===== src/rtl/dram_load_if.sv =====
// dram_load_if: start/load handshake, DRAM read port and BRAM write ports of the DRAM load controller
interface dram_load_if #(
  parameter int DATA_W = 64,
  parameter int ADDR_W = 32
);
  logic              dram_access_start;
  logic [ADDR_W-1:0] w_base_addr;
  logic [ADDR_W-1:0] a_base_addr;
  logic [13:0]       w_words;
  logic [9:0]        a_words;
  logic              rd_req_valid;
  logic              rd_req_ready;
  logic [ADDR_W-1:0] rd_req_addr;
  logic [4:0]        rd_req_len;
  logic              rd_data_valid;
  logic [DATA_W-1:0] rd_data;
  logic              rd_data_last;
  logic              w_mem_we;
  logic [12:0]       w_mem_waddr;
  logic [DATA_W-1:0] w_mem_wdata;
  logic              a_mem_we;
  logic [8:0]        a_mem_waddr;
  logic [DATA_W-1:0] a_mem_wdata;
  logic              finish_DRAM_access;
  logic              busy;
  logic              err;
  modport master (
    input  dram_access_start, w_base_addr, a_base_addr, w_words, a_words,
    input  rd_req_ready, rd_data_valid, rd_data, rd_data_last,
    output rd_req_valid, rd_req_addr, rd_req_len,
    output w_mem_we, w_mem_waddr, w_mem_wdata, a_mem_we, a_mem_waddr, a_mem_wdata,
    output finish_DRAM_access, busy, err
  );
  modport slave (
    output dram_access_start, w_base_addr, a_base_addr, w_words, a_words,
    output rd_req_ready, rd_data_valid, rd_data, rd_data_last,
    input  rd_req_valid, rd_req_addr, rd_req_len,
    input  w_mem_we, w_mem_waddr, w_mem_wdata, a_mem_we, a_mem_waddr, a_mem_wdata,
    input  finish_DRAM_access, busy, err
  );
endinterface


===== src/rtl/dram_load_controller.sv =====
// dram_load_controller: streams a weight block then an activation tile from DRAM into BRAMs in max-length bursts
module dram_load_controller #(
  parameter int DATA_W    = 64,
  parameter int ADDR_W    = 32,
  parameter int MAX_BURST = 16
) (
  input logic        clk,
  input logic        rst_n,
  dram_load_if.master bus
);
  typedef enum logic [2:0] {IDLE, W_REQ, W_DATA, A_REQ, A_DATA, DONE, WAIT_LOW} state_t;
  state_t            state_q;
  logic              req_valid_q;
  logic [ADDR_W-1:0] req_addr_q;
  logic [ADDR_W-1:0] a_base_q;
  logic [4:0]        req_len_q;
  logic [4:0]        beat_q;
  logic [13:0]       rem_q;
  logic [9:0]        a_words_q;
  logic [12:0]       ptr_q;
  logic [12:0]       waddr_q;
  logic [DATA_W-1:0] wdata_q;
  logic              w_we_q;
  logic              a_we_q;
  logic              finish_q;
  logic              busy_q;
  logic              err_q;
  logic              w_phase;
  logic [ADDR_W-1:0] next_addr_d;
  function automatic logic [4:0] blen(input logic [13:0] r);
    return (r >= 14'(MAX_BURST)) ? 5'(MAX_BURST) : r[4:0];
  endfunction
  assign w_phase     = (state_q == W_REQ) || (state_q == W_DATA);
  assign next_addr_d = req_addr_q + ADDR_W'(req_len_q) * ADDR_W'(DATA_W / 8);
  // Running req_addr_q doubles as the DRAM pointer of the current phase; it only moves on a handshake.
  always_ff @(posedge clk or negedge rst_n) begin
    if (!rst_n) begin
      state_q     <= IDLE;
      req_valid_q <= 1'b0;
      req_addr_q  <= '0;
      a_base_q    <= '0;
      req_len_q   <= '0;
      beat_q      <= '0;
      rem_q       <= '0;
      a_words_q   <= '0;
      ptr_q       <= '0;
      waddr_q     <= '0;
      wdata_q     <= '0;
      w_we_q      <= 1'b0;
      a_we_q      <= 1'b0;
      finish_q    <= 1'b0;
      busy_q      <= 1'b0;
      err_q       <= 1'b0;
    end else begin
      w_we_q   <= 1'b0;
      a_we_q   <= 1'b0;
      finish_q <= 1'b0;
      case (state_q)
        IDLE: if (bus.dram_access_start) begin
          busy_q    <= 1'b1;
          err_q     <= 1'b0;
          ptr_q     <= '0;
          a_base_q  <= bus.a_base_addr;
          a_words_q <= bus.a_words;
          if (bus.w_words != 14'd0) begin
            state_q     <= W_REQ;
            req_valid_q <= 1'b1;
            req_addr_q  <= bus.w_base_addr;
            req_len_q   <= blen(bus.w_words);
            rem_q       <= bus.w_words;
          end else if (bus.a_words != 10'd0) begin
            state_q     <= A_REQ;
            req_valid_q <= 1'b1;
            req_addr_q  <= bus.a_base_addr;
            req_len_q   <= blen({4'd0, bus.a_words});
            rem_q       <= {4'd0, bus.a_words};
          end else state_q <= DONE;
        end
        W_REQ, A_REQ: if (bus.rd_req_ready) begin
          req_valid_q <= 1'b0;
          rem_q       <= rem_q - 14'(req_len_q);
          req_addr_q  <= next_addr_d;
          beat_q      <= req_len_q;
          state_q     <= w_phase ? W_DATA : A_DATA;
        end
        W_DATA, A_DATA: if (bus.rd_data_valid) begin
          w_we_q  <= w_phase;
          a_we_q  <= !w_phase;
          waddr_q <= ptr_q;
          wdata_q <= bus.rd_data;
          ptr_q   <= ptr_q + 13'd1;
          beat_q  <= beat_q - 5'd1;
          if (bus.rd_data_last != (beat_q == 5'd1)) err_q <= 1'b1;
          if (beat_q == 5'd1) begin
            if (rem_q != 14'd0) begin
              state_q     <= w_phase ? W_REQ : A_REQ;
              req_valid_q <= 1'b1;
              req_len_q   <= blen(rem_q);
            end else if (w_phase && a_words_q != 10'd0) begin
              state_q     <= A_REQ;
              req_valid_q <= 1'b1;
              req_addr_q  <= a_base_q;
              req_len_q   <= blen({4'd0, a_words_q});
              rem_q       <= {4'd0, a_words_q};
              ptr_q       <= '0;
            end else begin
              state_q  <= DONE;
              finish_q <= 1'b1;
            end
          end
        end
        // Entered with finish already set after a load; a zero-load entry spends one cycle raising it.
        DONE: if (!finish_q) finish_q <= 1'b1; else state_q <= WAIT_LOW;
        WAIT_LOW: if (!bus.dram_access_start) begin
          state_q <= IDLE;
          busy_q  <= 1'b0;
        end
        default: state_q <= IDLE;
      endcase
    end
  end
  assign bus.rd_req_valid       = req_valid_q;
  assign bus.rd_req_addr        = req_addr_q;
  assign bus.rd_req_len         = req_len_q;
  assign bus.w_mem_we           = w_we_q;
  assign bus.w_mem_waddr        = waddr_q;
  assign bus.w_mem_wdata        = wdata_q;
  assign bus.a_mem_we           = a_we_q;
  assign bus.a_mem_waddr        = waddr_q[8:0];
  assign bus.a_mem_wdata        = wdata_q;
  assign bus.finish_DRAM_access = finish_q;
  assign bus.busy               = busy_q;
  assign bus.err                = err_q;
endmodule

===== src/flat_wrapper.sv =====
// flat-port wrapper written by rule: the top's interface ports become plain ports
module dram_load_controller_flat 
#(
  parameter int DATA_W    = 64,
  parameter int ADDR_W    = 32,
  parameter int MAX_BURST = 16
)
  (clk, rst_n, bus_dram_access_start, bus_w_base_addr, bus_a_base_addr, bus_w_words, bus_a_words, bus_rd_req_ready, bus_rd_data_valid, bus_rd_data, bus_rd_data_last, bus_rd_req_valid, bus_rd_req_addr, bus_rd_req_len, bus_w_mem_we, bus_w_mem_waddr, bus_w_mem_wdata, bus_a_mem_we, bus_a_mem_waddr, bus_a_mem_wdata, bus_finish_DRAM_access, bus_busy, bus_err);
  dram_load_if #(.DATA_W(DATA_W), .ADDR_W(ADDR_W)) bus_i ();
  input logic clk;
  input logic rst_n;
  input wire logic [$bits(bus_i.dram_access_start)-1:0] bus_dram_access_start;
  input wire logic [$bits(bus_i.w_base_addr)-1:0] bus_w_base_addr;
  input wire logic [$bits(bus_i.a_base_addr)-1:0] bus_a_base_addr;
  input wire logic [$bits(bus_i.w_words)-1:0] bus_w_words;
  input wire logic [$bits(bus_i.a_words)-1:0] bus_a_words;
  input wire logic [$bits(bus_i.rd_req_ready)-1:0] bus_rd_req_ready;
  input wire logic [$bits(bus_i.rd_data_valid)-1:0] bus_rd_data_valid;
  input wire logic [$bits(bus_i.rd_data)-1:0] bus_rd_data;
  input wire logic [$bits(bus_i.rd_data_last)-1:0] bus_rd_data_last;
  output wire logic [$bits(bus_i.rd_req_valid)-1:0] bus_rd_req_valid;
  output wire logic [$bits(bus_i.rd_req_addr)-1:0] bus_rd_req_addr;
  output wire logic [$bits(bus_i.rd_req_len)-1:0] bus_rd_req_len;
  output wire logic [$bits(bus_i.w_mem_we)-1:0] bus_w_mem_we;
  output wire logic [$bits(bus_i.w_mem_waddr)-1:0] bus_w_mem_waddr;
  output wire logic [$bits(bus_i.w_mem_wdata)-1:0] bus_w_mem_wdata;
  output wire logic [$bits(bus_i.a_mem_we)-1:0] bus_a_mem_we;
  output wire logic [$bits(bus_i.a_mem_waddr)-1:0] bus_a_mem_waddr;
  output wire logic [$bits(bus_i.a_mem_wdata)-1:0] bus_a_mem_wdata;
  output wire logic [$bits(bus_i.finish_DRAM_access)-1:0] bus_finish_DRAM_access;
  output wire logic [$bits(bus_i.busy)-1:0] bus_busy;
  output wire logic [$bits(bus_i.err)-1:0] bus_err;
  assign bus_i.dram_access_start = bus_dram_access_start;
  assign bus_i.w_base_addr = bus_w_base_addr;
  assign bus_i.a_base_addr = bus_a_base_addr;
  assign bus_i.w_words = bus_w_words;
  assign bus_i.a_words = bus_a_words;
  assign bus_i.rd_req_ready = bus_rd_req_ready;
  assign bus_i.rd_data_valid = bus_rd_data_valid;
  assign bus_i.rd_data = bus_rd_data;
  assign bus_i.rd_data_last = bus_rd_data_last;
  assign bus_rd_req_valid = bus_i.rd_req_valid;
  assign bus_rd_req_addr = bus_i.rd_req_addr;
  assign bus_rd_req_len = bus_i.rd_req_len;
  assign bus_w_mem_we = bus_i.w_mem_we;
  assign bus_w_mem_waddr = bus_i.w_mem_waddr;
  assign bus_w_mem_wdata = bus_i.w_mem_wdata;
  assign bus_a_mem_we = bus_i.a_mem_we;
  assign bus_a_mem_waddr = bus_i.a_mem_waddr;
  assign bus_a_mem_wdata = bus_i.a_mem_wdata;
  assign bus_finish_DRAM_access = bus_i.finish_DRAM_access;
  assign bus_busy = bus_i.busy;
  assign bus_err = bus_i.err;
  dram_load_controller #(.DATA_W(DATA_W), .ADDR_W(ADDR_W), .MAX_BURST(MAX_BURST)) u_core (.clk(clk), .rst_n(rst_n), .bus(bus_i));
endmodule

===== config.mk =====
export PLATFORM = sky130hd
export DESIGN_NAME = dram_load_controller_flat
export DESIGN_NICKNAME = d
export VERILOG_FILES = /design/src/rtl/dram_load_if.sv /design/src/rtl/dram_load_controller.sv /design/src/flat_wrapper.sv
export SDC_FILE = /design/constraint.sdc
export NUM_CORES = 1
export LEC_CHECK = 0
export CORE_ASPECT_RATIO = 1.2
export CORE_MARGIN = 2
export CORE_UTILIZATION = 47
export DETAILED_ROUTE_END_ITERATION = 6
export PLACE_DENSITY_LB_ADDON = 0.2
export RECOVER_POWER = 100
export SLEW_MARGIN = 20
export SYNTH_ARGS = -nofsm -noshare
export SYNTH_HDL_FRONTEND = slang
export SYNTH_SLANG_ARGS = --single-unit

===== constraint.sdc =====
create_clock -name clk -period 2.45 [get_ports clk]
set_input_delay 0.49 -clock clk [delete_from_list [all_inputs] [get_ports clk]]
set_output_delay 0.49 -clock clk [all_outputs]
set_load 0.01 [all_outputs]

Yosys cells after proc, flatten, opt, wreduce, memory -nomap -nowiden:

Index checks and enable logic that the tools add are counted.

* input port bits: 158
* memories kept: 0
* output and inout port bits: 193
* bits in writable memories: 0
* logic and storage cells: 145
* bits in registers: 197
* latch bits: 0
* bits in read-only memories: 0

* muxes and demuxes: 78
* bitwise logic cells: 0
* $add $sub $neg: 4
* multipliers: 0
* shift-type cells: 0
* reductions and logical operators: 24
* equal/unequal tests: 19
* divide/modulo/power cells: 0
* order comparisons: 4

Operators with widths (count)
* $mux 32: 8
* $mux 14: 8
* $pmux 32 s3: 1
* $mux 13: 5
* $mux 5: 13
* $pmux 14 s3: 1
* $mux 3: 11
* $add 32x8->32: 1
* $ge 14x5->1 const B: 2
* $reduce_bool 14->1: 2
* $pmux 13 s2: 1
* $mux 1: 22
* $ge 10x5->1 const B: 2
* $pmux 5 s2: 2
* $reduce_bool 10->1: 2
* $pmux 3 s5: 1
* $sub 14x5->14: 1
* $add 13x1->13 const B: 1
* $reduce_and 6->1: 2
* $ne 2x2->1 const B: 5
* $eq 3x3->1 const B: 3
* $reduce_and 3->1: 3
* $ne 2x1->1 const B: 4
* $reduce_and 8->1: 1
* other kinds (19): 27

Longest topological paths before layout:

* depth in word-level cells: 8
* gate-level depth with buffers: 9
* depth with buffers taken out: 9

Least setup slack after synthesis:

No wires, ideal clock.

* path type: input -> register
* start: input bus_a_words[7]
* end: register u_core.req_addr_q[0], in the netlist u_core.bus.rd_req_addr[0]
* required time: 2.325 ns
* arrival time: 2.135 ns
* path buffers: 1
* library setup time: 0.125 ns
* path slack: 0.190 ns
* cell stages on the path: 7
* path through: or4_1 > nor4_2 > a211o_1 > buf_6 > o21bai_4 > nor2_4 > mux2_4

* cells in the longest elaborated chain, start to end: 3

Ends and longest elaborated chain
* from (decl): line flat_wrapper.sv:16 `input wire logic [$bits(bus_i.a_words)-1:0] bus_a_words;`
* $reduce_bool 10->1: line dram_load_controller.sv:71 `end else if (bus.a_words != 10'd0) begin`
* $ne 3x1->1 (no line)
* $reduce_and 8->1 (no line)
* to (signal assigned): line dram_load_controller.sv:68 `req_addr_q <= bus.w_base_addr;`
* to (signal assigned): line dram_load_controller.sv:74 `req_addr_q <= bus.a_base_addr;`
* to (signal assigned): line dram_load_controller.sv:82 `req_addr_q <= next_addr_d;`
* to (decl): line dram_load_controller.sv:14 `logic [ADDR_W-1:0] req_addr_q;`

No other way between the ends.
A chain may end at the register's enable or synchronous reset.

Final worst setup path:

* start: register u_core.req_addr_q[13], in the netlist u_core.bus.rd_req_addr[13]
* end: output bus_rd_req_addr[13]

RTL lines
* to (decl): line flat_wrapper.sv:22 `output wire logic [$bits(bus_i.rd_req_addr)-1:0] bus_rd_req_addr;`

No word-level cell between the ends.

==> metrics.txt <==
post-synthesis cell count 1045; routed vias/inst 5.56; crit path DAT 1880 ps; pre-CTS WS -416 ps; Die Y 170 um; CP endpoint kind output pin; drt wl/cell 19.3 um; Post-Syn Area per Cell 10.3 um2; # rows 60; Final Skew 13.9 ps; WL final 32.3 mm; r2r endpoint u_core.rem_q[6]; Slew headroom 0.121; Post-DRT Antenna Nets 0; CP max-delay cell clkdlybuf4s50_1; Yosys cell types 66; Max Slew Vio Count 0; clock buffer depth 2; Die X 142 um; RR Startpoint u_core.bus.rd_req_len[0]; Setup Viol. Count Final 0; power density over the cells 1280 nW/um2; CP peak stage delay 630 ps; initial antenna violation count 0; Clock Latency Late Sink 440 ps; crit path cell chain clkbuf_1 > clkdlybuf4s50_1; FILL cells 1737; Primary FF master, synth dfrtp_1; CTS tree yes; core area 22400 um2; global route overflow 0; 1st-iter DRT viols 480; fin nets 1555; via count 9315; placed standard-cell area 14700 um2; CP Data Required Time 1960 ps; Min-Delay Path Class reg2reg; number of global-route vias before repair 9402; Max Freq 0.421 GHz; non-filler instance count after layout 1674; #FFs+latches synth 197; worst hold stages 1; leading cell type in the layout, fill and taps excluded dfrtp_1; commonest cells after routing, fill and taps aside dfrtp_1, dlygate4sd3_1, clkdlybuf4s50_1; Reg clk slew, reported paths 80 ps; Hold Path End u_core.bus.w_mem_waddr[11]; CP Class reg2out; crit-path leading delay family buffers and inverters; Diodes inserted 0; reg2reg setup slack 90 ps; layout cells sized above 1 0.211; Slew @ Worst Pin 1320 ps; Util after Layout 0.683; maxcap violations 0; CP Buf/Inv Count 2; first-pass GRT wire length 50.2 mm; maximum VDD drop 908 uV; status completed; io pins 351; post-DP HPWL 24.6 mm; largest net degree at the start of global routing 67; clock sinks 197; CP startpoint kind flop; leakage power 6.58 nW; RePlAce Congestion 0.859; critical-path maximum fanout 6; post-route worst setup slack 75.5 ps; yosys warns 0; synthesized cell area 10700 um2; Final period util 0.969; Initial Util 0.478; FFs w/ async S/R, synth 1.00; final instance area 15300 um2; PortBufs 350; Final Hold Viols 0; Die Footprint 24100 um2; Tmin final 2370 ps; DR pass1 iterations 5; maximum level of the CTS H-tree 4; Worst Reg-to-Reg Cells 9; Synthesized Nets 1218; Synth-to-Final Area Change 42.7%; EDFF count, synth 0; Power, Total 19.6 mW; HP Start u_core.bus.w_mem_waddr[11]; Seq/Total Area, Yosys 0.459; Root Driver clkbuf_16; total track usage 0.268; CTS buffer count 17; DR DRC count 0; Placed Cells 1635
-- routing by layer --
| layer | part of all wire | global-route usage | wire (um) |
|---|---|---|---|
| met2 | 0.51 | 0.467 | 16400 |
| met3 | 0.071 | 0.0562 | 2290 |
| met1 | 0.39 | 0.322 | 12500 |
| met5 | 0 | 0 | 0 |
| met4 | 0.035 | 0.108 | 1120 |
-- state kept, by name, summed over array words and instances, names as in the netlist, 5 cells and up --
register,cells
u_core.a_base_q,32
u_core.ptr_q,13
u_core.bus.rd_req_len,5
u_core.rem_q,14
u_core.a_words_q,10
u_core.bus.w_mem_waddr,13
u_core.bus.a_mem_wdata,64
u_core.bus.rd_req_addr,32
u_core.beat_q,5
-- repair_timing --
item | 4_1_cts | 5_1_grt
hold buffers | 1 | 0
endpoints found under the setup margin | 2 | 46
gates resized for setup | 1 | 24
hold endpoints to repair | 3 | 0
buffers inserted | 0 | 6
pin swaps | 0 | 5
-- synthesized netlist by cell type (3+ instances only) --
library cell    n  area [um2]
a211oi_1       14         105
a21o_1          4        30.0
a21oi_1        62         310
a221oi_1       22         193
a22o_1          3        26.3
a22oi_1         6        45.0
a2bb2oi_1       3        26.3
a31oi_1        15        93.8
a41oi_1         4        35.0
and2_1          7        43.8
and3_1         10        62.6
and4_1          5        43.8
buf_1          13        48.8
buf_2           8        40.0
buf_4          76         571
buf_6           4        45.0
clkbuf_1       27         101
clkbuf_2        3        15.0
dfrtp_1       197        4930
ha_1           13         163
inv_1          17        63.8
mux2_2        127        1430
mux2_4          3        45.0
mux2i_1         4        40.0
nand2_1       102         383
nand2b_1        4        25.0
nand3_1        17        85.1
nand3b_1        3        22.5
nand4_1         9        56.3
nor2_1         59         221
nor2b_1         7        43.8
nor3_1         25         125
nor4_1          6        37.5
nor4_4          4        85.1
o21a_1         10        75.1
o21ai_0        77         385
o22ai_1         3        18.8
o31a_1          6        52.6
o31ai_1         8        60.1
or2_2           4        25.0
or3_1           3        18.8
or4_1           3        22.5
xnor2_1         7        61.3
xor2_1         11        96.3
-- worst max path at each step --
| stage | cells after the start | startpoint | endpoint |
|---|---|---|---|
| after floorplan | 7 | bus_a_words[7] | u_core.bus.rd_req_addr[0] |
| after global placement | 8 | bus_a_words[7] | u_core.bus.rd_req_addr[17] |
| after detailed placement | 8 | bus_a_words[7] | u_core.bus.rd_req_addr[23] |
| after CTS | 8 | bus_a_words[7] | u_core.bus.rd_req_addr[23] |
| after global routing | 9 | u_core.bus.rd_req_len[0] | u_core.rem_q[6] |
| final | 2 | u_core.bus.rd_req_addr[13] | bus_rd_req_addr[13] |
-- power breakdown --
group          internal [mW]  switching, mW
Clock                   1.50           1.47
Sequential              4.70           1.22
Combinational           5.50           5.26
Total                   11.7           7.95
-- final cells by class --
type,count,area [um2],area share
clock buffer,17,425,0.0278
multi-input combinational,700,5000,0.326
clock inverter,15,208,0.0136
sequential,197,4930,0.322
timing repair buffer,449,4350,0.284
tap,279,349,0.0228
inverter,17,63.8,0.00416
-- through the flow --
step | setup TNS (ps) | hold slack, ps
2_1_floorplan | 0 | 194
3_3_place_gp | -13180 | 465
3_5_place_dp | -16690 | 464
4_1_cts | 0 | 509
5_1_grt | -64.0 | 535
6_report | 0 | 509
-- logic make-up (layout without fill, tap and decap cells) --
kind of cell	after synthesis	after routing	share of synthesized area
compound gates	251	251	0.150
xor+xnor	18	18	0.0147
fa+ha+maj	15	15	0.0189
buf+inv	148	498	0.0824
flops	197	197	0.459
mux	134	134	0.141
simple gates	282	282	0.134
Note: power is estimated with default switching activity, not from simulation.
